<file path="config.mk">
export PLATFORM = sky130hd
export DESIGN_NAME = mlp_layer_engine_flat
export DESIGN_NICKNAME = d
export VERILOG_FILES = /design/src/rtl/mlp_layer_engine_if.sv /design/src/rtl/mlp_layer_engine.sv /design/src/flat_wrapper.sv
export SDC_FILE = /design/constraint.sdc
export NUM_CORES = 1
export LEC_CHECK = 0
export ABC_AREA = 1
export CAP_MARGIN = 20
export CORE_MARGIN = 3
export CORE_UTILIZATION = 41
export DETAILED_ROUTE_END_ITERATION = 8
export MAX_ROUTING_LAYER = met4
export RECOVER_POWER = 25
export SLEW_MARGIN = 20
export SYNTH_ARGS = -nofsm -noshare
export SYNTH_HDL_FRONTEND = slang
export SYNTH_SLANG_ARGS = --single-unit
</file>
<file path="constraint.sdc">
create_clock -name clk -period 10.8 [get_ports clk]
set_input_delay 3.24 -clock clk [delete_from_list [all_inputs] [get_ports clk]]
set_output_delay 3.24 -clock clk [all_outputs]
set_load 0.005 [all_outputs]
</file>
<file path="src/rtl/mlp_layer_engine_if.sv">
// mlp_layer_engine_if: start/finish, input stream, weight/bias ROM ports and result stream of one layer engine.
interface mlp_layer_engine_if #(
  parameter int DATA_W = 16,
  parameter int N_IN = 4,
  parameter int N_OUT = 4
);
  localparam int AW = N_IN * N_OUT > 1 ? $clog2(N_IN * N_OUT) : 1;
  localparam int BW = N_OUT > 1 ? $clog2(N_OUT) : 1;
  logic start, finished;
  logic in_valid, in_ready;
  logic [DATA_W-1:0] in_data;
  logic [AW-1:0] w_addr;
  logic [DATA_W-1:0] w_data;
  logic [BW-1:0] b_addr;
  logic [DATA_W-1:0] b_data;
  logic [DATA_W-1:0] out;
  logic out_valid, out_ready;
  logic [BW-1:0] out_idx;
  modport master (
    input start, in_valid, in_data, w_data, b_data, out_ready,
    output finished, in_ready, w_addr, b_addr, out, out_valid, out_idx
  );
  modport slave (
    output start, in_valid, in_data, w_data, b_data, out_ready,
    input finished, in_ready, w_addr, b_addr, out, out_valid, out_idx
  );
endinterface

</file>
<file path="src/rtl/mlp_layer_engine.sv">
// mlp_layer_engine: fully-connected layer, one ROM-fed MAC pass per neuron with saturating Q-format output.
// Define MLP_LAYER_RELU_EN to clamp negative results to zero (hidden layers).
module mlp_layer_engine #(
  parameter int DATA_W = 16,
  parameter int FRAC = 8,
  parameter int N_IN = 4,
  parameter int N_OUT = 4,
  parameter int ACC_W = 40
) (
  input logic clk,
  input logic reset,
  mlp_layer_engine_if.master bus
);
  localparam int AW = N_IN * N_OUT > 1 ? $clog2(N_IN * N_OUT) : 1;
  localparam int BW = N_OUT > 1 ? $clog2(N_OUT) : 1;
  localparam int IW = N_IN > 1 ? $clog2(N_IN) : 1;
  localparam int CW = $clog2(N_IN + 2);
  localparam int PW = 2 * DATA_W;
  localparam logic signed [ACC_W-1:0] MAXV = {{(ACC_W-DATA_W+1){1'b0}}, {(DATA_W-1){1'b1}}};
  localparam logic signed [ACC_W-1:0] MINV = ~MAXV;
  typedef enum logic [2:0] {IDLE, LOAD, MAC, OUT, DONE} state_t;
  state_t state_q, state_d;
  logic [IW-1:0] k_q, k_d;
  logic [CW-1:0] c_q, c_d;
  logic [BW-1:0] j_q, j_d;
  logic signed [ACC_W-1:0] acc_q, acc_d, sh, bias;
  logic signed [PW-1:0] prod;
  logic [DATA_W-1:0] out_q, out_d, sat, res;
  logic signed [DATA_W-1:0] x_q [2**IW];
  logic last_k, last_j;
  assign last_k = k_q == IW'(N_IN - 1);
  assign last_j = j_q == BW'(N_OUT - 1);
  // ROM data returned in MAC cycle c belongs to the address issued in cycle c-1
  assign prod = PW'(x_q[IW'(c_q - CW'(1))]) * PW'($signed(bus.w_data));
  assign bias = ACC_W'($signed(bus.b_data)) <<< FRAC;
  assign sh = acc_q >>> FRAC;
  assign sat = sh > MAXV ? MAXV[DATA_W-1:0] : sh < MINV ? MINV[DATA_W-1:0] : sh[DATA_W-1:0];
`ifdef MLP_LAYER_RELU_EN
  assign res = sat[DATA_W-1] ? '0 : sat;
`else
  assign res = sat;
`endif
  always_comb begin
    state_d = state_q;
    k_d = k_q;
    c_d = c_q;
    j_d = j_q;
    acc_d = acc_q;
    out_d = out_q;
    case (state_q)
      IDLE, DONE: if (bus.start) begin
        state_d = LOAD;
        k_d = '0;
        j_d = '0;
      end
      LOAD: if (bus.in_valid) begin
        k_d = last_k ? '0 : k_q + 1'b1;
        c_d = '0;
        state_d = last_k ? MAC : LOAD;
      end
      MAC: begin
        c_d = c_q + 1'b1;
        acc_d = c_q == '0 ? '0 :
                c_q == CW'(1) ? bias + ACC_W'(prod) :
                c_q <= CW'(N_IN) ? acc_q + ACC_W'(prod) : acc_q;
        if (c_q == CW'(N_IN + 1)) begin
          out_d = res;
          state_d = OUT;
        end
      end
      OUT: if (bus.out_ready) begin
        state_d = last_j ? DONE : MAC;
        j_d = last_j ? j_q : j_q + 1'b1;
        c_d = '0;
      end
      default: state_d = IDLE;
    endcase
  end
  always_ff @(posedge clk) begin
    if (reset) begin
      state_q <= IDLE;
      k_q <= '0;
      c_q <= '0;
      j_q <= '0;
      acc_q <= '0;
      out_q <= '0;
    end else begin
      state_q <= state_d;
      k_q <= k_d;
      c_q <= c_d;
      j_q <= j_d;
      acc_q <= acc_d;
      out_q <= out_d;
    end
  end
  always_ff @(posedge clk)
    if (!reset && state_q == LOAD && bus.in_valid) x_q[k_q] <= $signed(bus.in_data);
  assign bus.in_ready = state_q == LOAD;
  assign bus.out_valid = state_q == OUT;
  assign bus.finished = state_q == DONE;
  assign bus.out = out_q;
  assign bus.out_idx = j_q;
  assign bus.w_addr = state_q == MAC && c_q < CW'(N_IN) ? AW'(int'(j_q) * N_IN + int'(c_q)) : '0;
  assign bus.b_addr = state_q == MAC ? j_q : '0;
endmodule
</file>
<file path="src/flat_wrapper.sv">
// flat-port wrapper written by rule: the top's interface ports become plain ports
module mlp_layer_engine_flat 
#(
  parameter int DATA_W = 16,
  parameter int FRAC = 8,
  parameter int N_IN = 4,
  parameter int N_OUT = 4,
  parameter int ACC_W = 40
)
  (clk, reset, bus_start, bus_in_valid, bus_in_data, bus_w_data, bus_b_data, bus_out_ready, bus_finished, bus_in_ready, bus_w_addr, bus_b_addr, bus_out, bus_out_valid, bus_out_idx);
  mlp_layer_engine_if #(.DATA_W(DATA_W), .N_IN(N_IN), .N_OUT(N_OUT)) bus_i ();
  input logic clk;
  input logic reset;
  input wire logic [$bits(bus_i.start)-1:0] bus_start;
  input wire logic [$bits(bus_i.in_valid)-1:0] bus_in_valid;
  input wire logic [$bits(bus_i.in_data)-1:0] bus_in_data;
  input wire logic [$bits(bus_i.w_data)-1:0] bus_w_data;
  input wire logic [$bits(bus_i.b_data)-1:0] bus_b_data;
  input wire logic [$bits(bus_i.out_ready)-1:0] bus_out_ready;
  output wire logic [$bits(bus_i.finished)-1:0] bus_finished;
  output wire logic [$bits(bus_i.in_ready)-1:0] bus_in_ready;
  output wire logic [$bits(bus_i.w_addr)-1:0] bus_w_addr;
  output wire logic [$bits(bus_i.b_addr)-1:0] bus_b_addr;
  output wire logic [$bits(bus_i.out)-1:0] bus_out;
  output wire logic [$bits(bus_i.out_valid)-1:0] bus_out_valid;
  output wire logic [$bits(bus_i.out_idx)-1:0] bus_out_idx;
  assign bus_i.start = bus_start;
  assign bus_i.in_valid = bus_in_valid;
  assign bus_i.in_data = bus_in_data;
  assign bus_i.w_data = bus_w_data;
  assign bus_i.b_data = bus_b_data;
  assign bus_i.out_ready = bus_out_ready;
  assign bus_finished = bus_i.finished;
  assign bus_in_ready = bus_i.in_ready;
  assign bus_w_addr = bus_i.w_addr;
  assign bus_b_addr = bus_i.b_addr;
  assign bus_out = bus_i.out;
  assign bus_out_valid = bus_i.out_valid;
  assign bus_out_idx = bus_i.out_idx;
  mlp_layer_engine #(.DATA_W(DATA_W), .FRAC(FRAC), .N_IN(N_IN), .N_OUT(N_OUT), .ACC_W(ACC_W)) u_core (.clk(clk), .reset(reset), .bus(bus_i));
endmodule
</file>
==> flow_summary.yaml, run 1 <==
synthesis:
  syn_area_mm2: 0.0196
  synth-xor-area-share: 0.0179
  avgSynthCellArea_um2: 7.41
  yosys_register_bits: 130
  synthMuxAreaShare: 0
  yosysSeqAreaShare: 0.165
  synth-edff-count: 64
  synth_warnings: 0
  synthArstFlopShare: 0
  synth-simple-area-share: 0.237
  synthesis.nets: 3118
  synth_top_family_by_area: "adder cells"
  synth_fa_ha_area_frac: 0.368
  yosys_most_used_dff: "dfxtp_1"
  ys_types: 54
  synth_compound_area_frac: 0.0954
  syn_inst: 2646
cells_and_area:
  final_cell_mix: "nand2_1 (600), inv_1 (518), nor2_1 (265), fa_1 (262), buf_4 (237)"
  final_layout_size_suffix_gt1_frac: 0.133
  regArea_mm2: 0.00324
  final_common_cell: "nand2_1"
  n_fill_cell: 4653
  multi_input_area_mm2: 0.0143
  nets: 3407
  syn_to_final_growth_pct: 20.8
  diodes: 0
timing:
  tns_ps: 0
  layout_min_cycle_time_ps: 10430
  hold_viol: 0
  slew_headroom: 0.380
  worst_slack_ps: 373
  tightest_slew_ps: 921
  fmax_mhz: 95.9
  hold_ws_ps: 471
  fin_skew_ps: 12.6
  report.final.slew_viol_count: 0
  setup_violations: 0
  fin_crit_sh: 0.966
grt:
  grt_util_all_layers: 0.272
  grt_max_degree: 68
  overflow: 0
  antenna_found_initial: 0
  grt_pass1_vias: 19200
  grt_pass1_wl_um: 104000
routing:
  via_count: 18300
  drc: 0
  totalWireLength_um: 64700
  wl_per_cell_um: 18.2
  first_iter_violations: 1027
  ant_nets: 0
  first_pass_iters: 6
  via_per_inst: 5.16
status:
  outcome: "completed"
place:
  pre_cts_ws_ps: -323
  port_buffers: 79
  gp_congestion: 0.982
  dp_hpwl_um: 54400
clock_tree:
  clockBufferDepth: 2
  tritoncts: "done"
  cts_sinks: 130
  cts_buffers: 17
  clkLatencyLatePin_ps: 440
  cts-root-buf: "clkbuf_16"
  cts_max_level: 4
  ctsHoldBuffers: 0
  path_clk_slew_ps: 60
critical_path:
  critical_path.top_delay_family: "adder cells"
  startpoint_type: "input port"
  worst-path-max-fanout: 4
  cp.buffers_inverters: 11
  critical-path-top-cell-by-count: "nand2_1"
  required_ps: 11080
  cp.arrival_ps: 10710
  critPathCaptureType: "register"
  critPathMaxStageDelay_ps: 550
  crit_slowest_cell: "fa_1"
  crit_type: "input port to register"
floorplanning:
  initial_core_util: 0.418
  die_h_um: 225
  row_count: 79
  die_w_um: 225
  core_mm2: 0.0470
  die_area_mm2: 0.0505
  io_pins: 80
hold_path:
  hp-class: "register to register"
job:
  max-cap-violations: 0
## cell families (layout without fill, tap and decap cells)
kind of cell    after synthesis  count (layout)
compound gates              333             333
simple gates               1124            1124
flops                       130             130
fa+ha+maj                   419             419
buf+inv                     600             902
xor+xnor                     40              40
## synth_stat cells (4+ instances only)
cell,count,area share
edfxtp_1,64,0.098
inv_2,15,0.0029
buf_1,4,0.00077
nand2_2,5,0.0016
buf_2,6,0.0015
nand3_1,149,0.038
o21bai_1,12,0.0046
ha_1,155,0.099
fa_1,264,0.27
a21oi_1,168,0.043
o21ai_0,73,0.019
a21o_1,9,0.0034
inv_1,526,0.10
a31oi_1,8,0.0026
nand2_1,602,0.12
nand4_1,29,0.0092
clkinv_1,6,0.0011
nor4_1,8,0.0026
o21ai_2,4,0.0018
nor3_1,19,0.0048
dfxtp_1,66,0.067
o211ai_1,8,0.0031
nor2_2,8,0.0026
xnor2_1,15,0.0067
a21oi_2,7,0.0031
nor2_1,284,0.054
or2_2,4,0.0013
o21ai_1,21,0.0054
a211oi_1,7,0.0027
clkbuf_1,40,0.0077
xor2_1,25,0.011
## registers in the layout (all words and copies together) (netlist names)
register,count
u_core.acc_q,40
u_core.bus.out,16
u_core.bus.out_idx,2
u_core.c_q,3
u_core.k_q,2
u_core.state_q,3
u_core.x_q,64
## what timing repair did
item	4_1_cts	5_1_grt
endpoints found under the setup margin	0	20
gates resized for setup	0	80
buffers inserted	0	3
## worst register-to-register path: cells and delay by family (launching register included)
| kind | cells | cell delay [ps] |
|---|---|---|
| buffers and inverters | 12 | 2200 |
| adders and majority gates | 9 | 4160 |
| xor gates and xnor gates | 1 | 150 |
| DFF | 1 | 360 |
| AOI/OAI and AO/OA | 6 | 990 |
| and+or+nand+nor | 14 | 1590 |
## final timing paths
| kind | startpoint | endpoint | slack, ps | cells past startpoint |
|---|---|---|---|---|
| worst max-delay path | bus_w_data[1] | u_core.acc_q[29]$_SDFFE_PP0P_ | 370 | 37 |
| worst min-delay path | u_core.acc_q[2]$_SDFFE_PP0P_ | u_core.acc_q[2]$_SDFFE_PP0P_ | 470 | 2 |
| worst max register to register | u_core.c_q[1]$_SDFFE_PP0P_ | u_core.acc_q[37]$_SDFFE_PP0P_ | 1220 | 42 |
| worst min register to register | u_core.acc_q[2]$_SDFFE_PP0P_ | u_core.acc_q[2]$_SDFFE_PP0P_ | 470 | 2 |
## routing by layer
layer,up-vias,GRT usage,wire length (um)
met2,482,0.466,32100
met3,117,0.0200,2420
li1,8825,-,-
met4,0,0.101,2530
met1,8912,0.339,27700
met5,-,-,0
## stage by stage
| stage | utilization | cells | instance area (um2) |
|---|---|---|---|
| floorplan | - | 2646 | 19600 |
| finish | 0.505 | 3555 | 23700 |
| detailed placement | 0.486 | 3520 | 22800 |
| CTS | 0.498 | 3552 | 23400 |
| global route | 0.505 | 3555 | 23700 |
| global placement | 0.486 | 3520 | 22800 |
## area by class of cell
| class | instances | share of cell area |
|---|---|---|
| inverters | 547 | 0.0870 |
| repair buffers | 323 | 0.114 |
| clock buffers | 18 | 0.0181 |
| clock inverters | 14 | 0.00618 |
| flip-flops and latches | 130 | 0.137 |
| multi-input cells | 1916 | 0.605 |
| well taps | 607 | 0.0321 |
Power of run 1 is left out: the tool's default activity adds up to more than one toggle a clock period on the data nets, which glitch-free logic cannot reach.
==> run 2, diff against run 1 <==
--- a/config.mk
+++ b/config.mk
@@ -9,8 +9,9 @@
 export CAP_MARGIN = 20
 export CORE_MARGIN = 3
 export CORE_UTILIZATION = 41
+export CTS_CLUSTER_DIAMETER = 100
+export CTS_CLUSTER_SIZE = 24
 export DETAILED_ROUTE_END_ITERATION = 8
-export MAX_ROUTING_LAYER = met4
 export RECOVER_POWER = 25
 export SLEW_MARGIN = 20
 export SYNTH_ARGS = -nofsm -noshare
==> run 2 against run 1 <==
Effect of this change:
- setup slack worse by 33 ps
- non-clock buffer count is 8 lower
- global-route usage is 1.3 points lower
- cell count is 0.23% lower
- maximum frequency is 0.31% lower
- via count is 0.71% lower
- clock skew is 3.2 ps higher
- clock-buffer cell count is 1 lower
- register-to-register slack hardly changed
- first-iteration DRC count is 6.9% higher
- final area is 0.32% lower
- critical path type unchanged
==> flow_summary.yaml, run 2 (same netlist as run 1, synthesis figures left out) <==
status:
  outcome: "completed"
routing:
  first_iter_violations: 1098
  via_per_inst: 5.13
  via_count: 18200
  wl_per_cell_um: 17.9
  first_pass_iters: 5
  drc: 0
  totalWireLength_um: 63500
  ant_nets: 0
grt:
  grt_max_degree: 68
  grt_pass1_wl_um: 102000
  grt_util_all_layers: 0.259
  grt_pass1_vias: 19000
  overflow: 0
  antenna_found_initial: 0
timing:
  fmax_mhz: 95.6
  slew_headroom: 0.409
  worst_slack_ps: 340
  rsz0062_at_grt: "true"
  layout_min_cycle_time_ps: 10460
  tightest_slew_ps: 879
  report.final.slew_viol_count: 0
  fin_crit_sh: 0.969
  hold_viol: 0
  setup_violations: 0
  tns_ps: 0
  fin_skew_ps: 15.8
clock_tree:
  cts-root-buf: "clkbuf_16"
  post-cts-setup-buffers: 0
  cts_buffers: 17
  ctsHoldBuffers: 0
  clockBufferDepth: 2
  cts_max_level: 4
  clkLatencyLatePin_ps: 440
  tritoncts: "done"
  path_clk_slew_ps: 60
  cts_sinks: 130
cells_and_area:
  final_common_cell: "nand2_1"
  final_cell_mix: "nand2_1 (597), inv_1 (519), nor2_1 (267), fa_1 (262), buf_4 (230)"
  n_fill_cell: 4639
  syn_to_final_growth_pct: 20.4
  regMostFlops: "u_core.x_q"
  final_layout_size_suffix_gt1_frac: 0.132
  fin_util: 0.503
  postLayoutCellArea_mm2: 0.0236
  largest_reg_flops: 64
  nets: 3399
  diodes: 0
critical_path:
  critPathMaxStageDelay_ps: 570
  critPathLaunch: "bus_w_data[13]"
  critPathCaptureType: "register"
  reg2reg_from: "u_core.c_q[1]$_SDFFE_PP0P_"
  cp.arrival_ps: 10820
  crit_slowest_cell: "fa_1"
  worst-path-max-fanout: 7
  startpoint_type: "input port"
  rr_worst_depth: 42
  crit_type: "input port to register"
  critical-path-top-cell-by-count: "fa_1"
  required_ps: 11160
place:
  dp_hpwl_um: 53500
  port_buffers: 79
  pre_cts_ws_ps: -364
  place_area_mm2: 0.0228
  gp_congestion: 0.952
floorplanning:
  die_area_mm2: 0.0505
  die_w_um: 225
  initial_core_util: 0.418
  core_mm2: 0.0470
  die_h_um: 225
  io_pins: 80
  row_count: 79
job:
  max-cap-violations: 0
hold_path:
  whs_path_depth: 2
  hp-class: "register to register"
  hold_start: "u_core.bus.out[11]$_SDFFE_PP0P_"
[run 2: cell count changes in the layout (fill, tap and decap cells not counted), moves of 3 or more]
| cell | delta |
|---|---|
| clkdlybuf4s50_1 | +5 |
| nand2_1 | -3 |
| nand2_2 | +3 |
| nor3_2 | +3 |
| dlymetal6s2s_1 | -5 |
| nor3_1 | -3 |
| buf_4 | -7 |
[run 2: area by class of cell]
class | instances | area, um2 | share of cell area
Clock buffer | 17 | 425 | 0.0180
Sequential cell | 130 | 3240 | 0.137
Inverter | 547 | 2060 | 0.0870
Timing Repair Buffer | 315 | 2630 | 0.111
Tap cell | 607 | 759 | 0.0322
Multi-Input combinational cell | 1916 | 14400 | 0.608
Clock inverter | 15 | 145 | 0.00614
[run 2: metal layers]
metal / up-vias / wire (um) / global-route usage
li1: 8802 / - / -
met1: 8799 / 26900 / 0.328
met2: 496 / 31400 / 0.457
met3: 108 / 2730 / 0.0274
met4: 0 / 2510 / 0.0990
met5: - / 0 / 0
[run 2: repair_timing]
| action | CTS | global route |
|---|---|---|
| endpoints found under the setup margin | 0 | 20 |
| resized for setup | 0 | 78 |
| hold endpoints to repair | 0 | 0 |
[run 2: per-stage QoR]
stage / hold slack (ps) / std cells
floorplan: 450 / 2646
global placement: 457 / 3515
detailed placement: 459 / 3515
CTS: 473 / 3547
global route: 494 / 3547
finish: 470 / 3547
[run 2: final timing paths]
path                                     endpoint  slack (ps)
setup / recovery    u_core.acc_q[29]$_SDFFE_PP0P_         340
hold reg to reg   u_core.bus.out[11]$_SDFFE_PP0P_         470
hold / removal    u_core.bus.out[11]$_SDFFE_PP0P_         470
setup reg to reg    u_core.acc_q[28]$_SDFFE_PP0P_        1230
[run 2: worst max-delay path, delay by kind of cell]
kind	cells	cell delay [ps]
AO/OA/AOI/OAI	5	1220
XOR/XNOR	1	230
adder cells (fa/ha/maj)	8	3770
buffers and inverters	7	1310
AND/OR/NAND/NOR	8	1020
Power of run 2 is left out for the same reason.
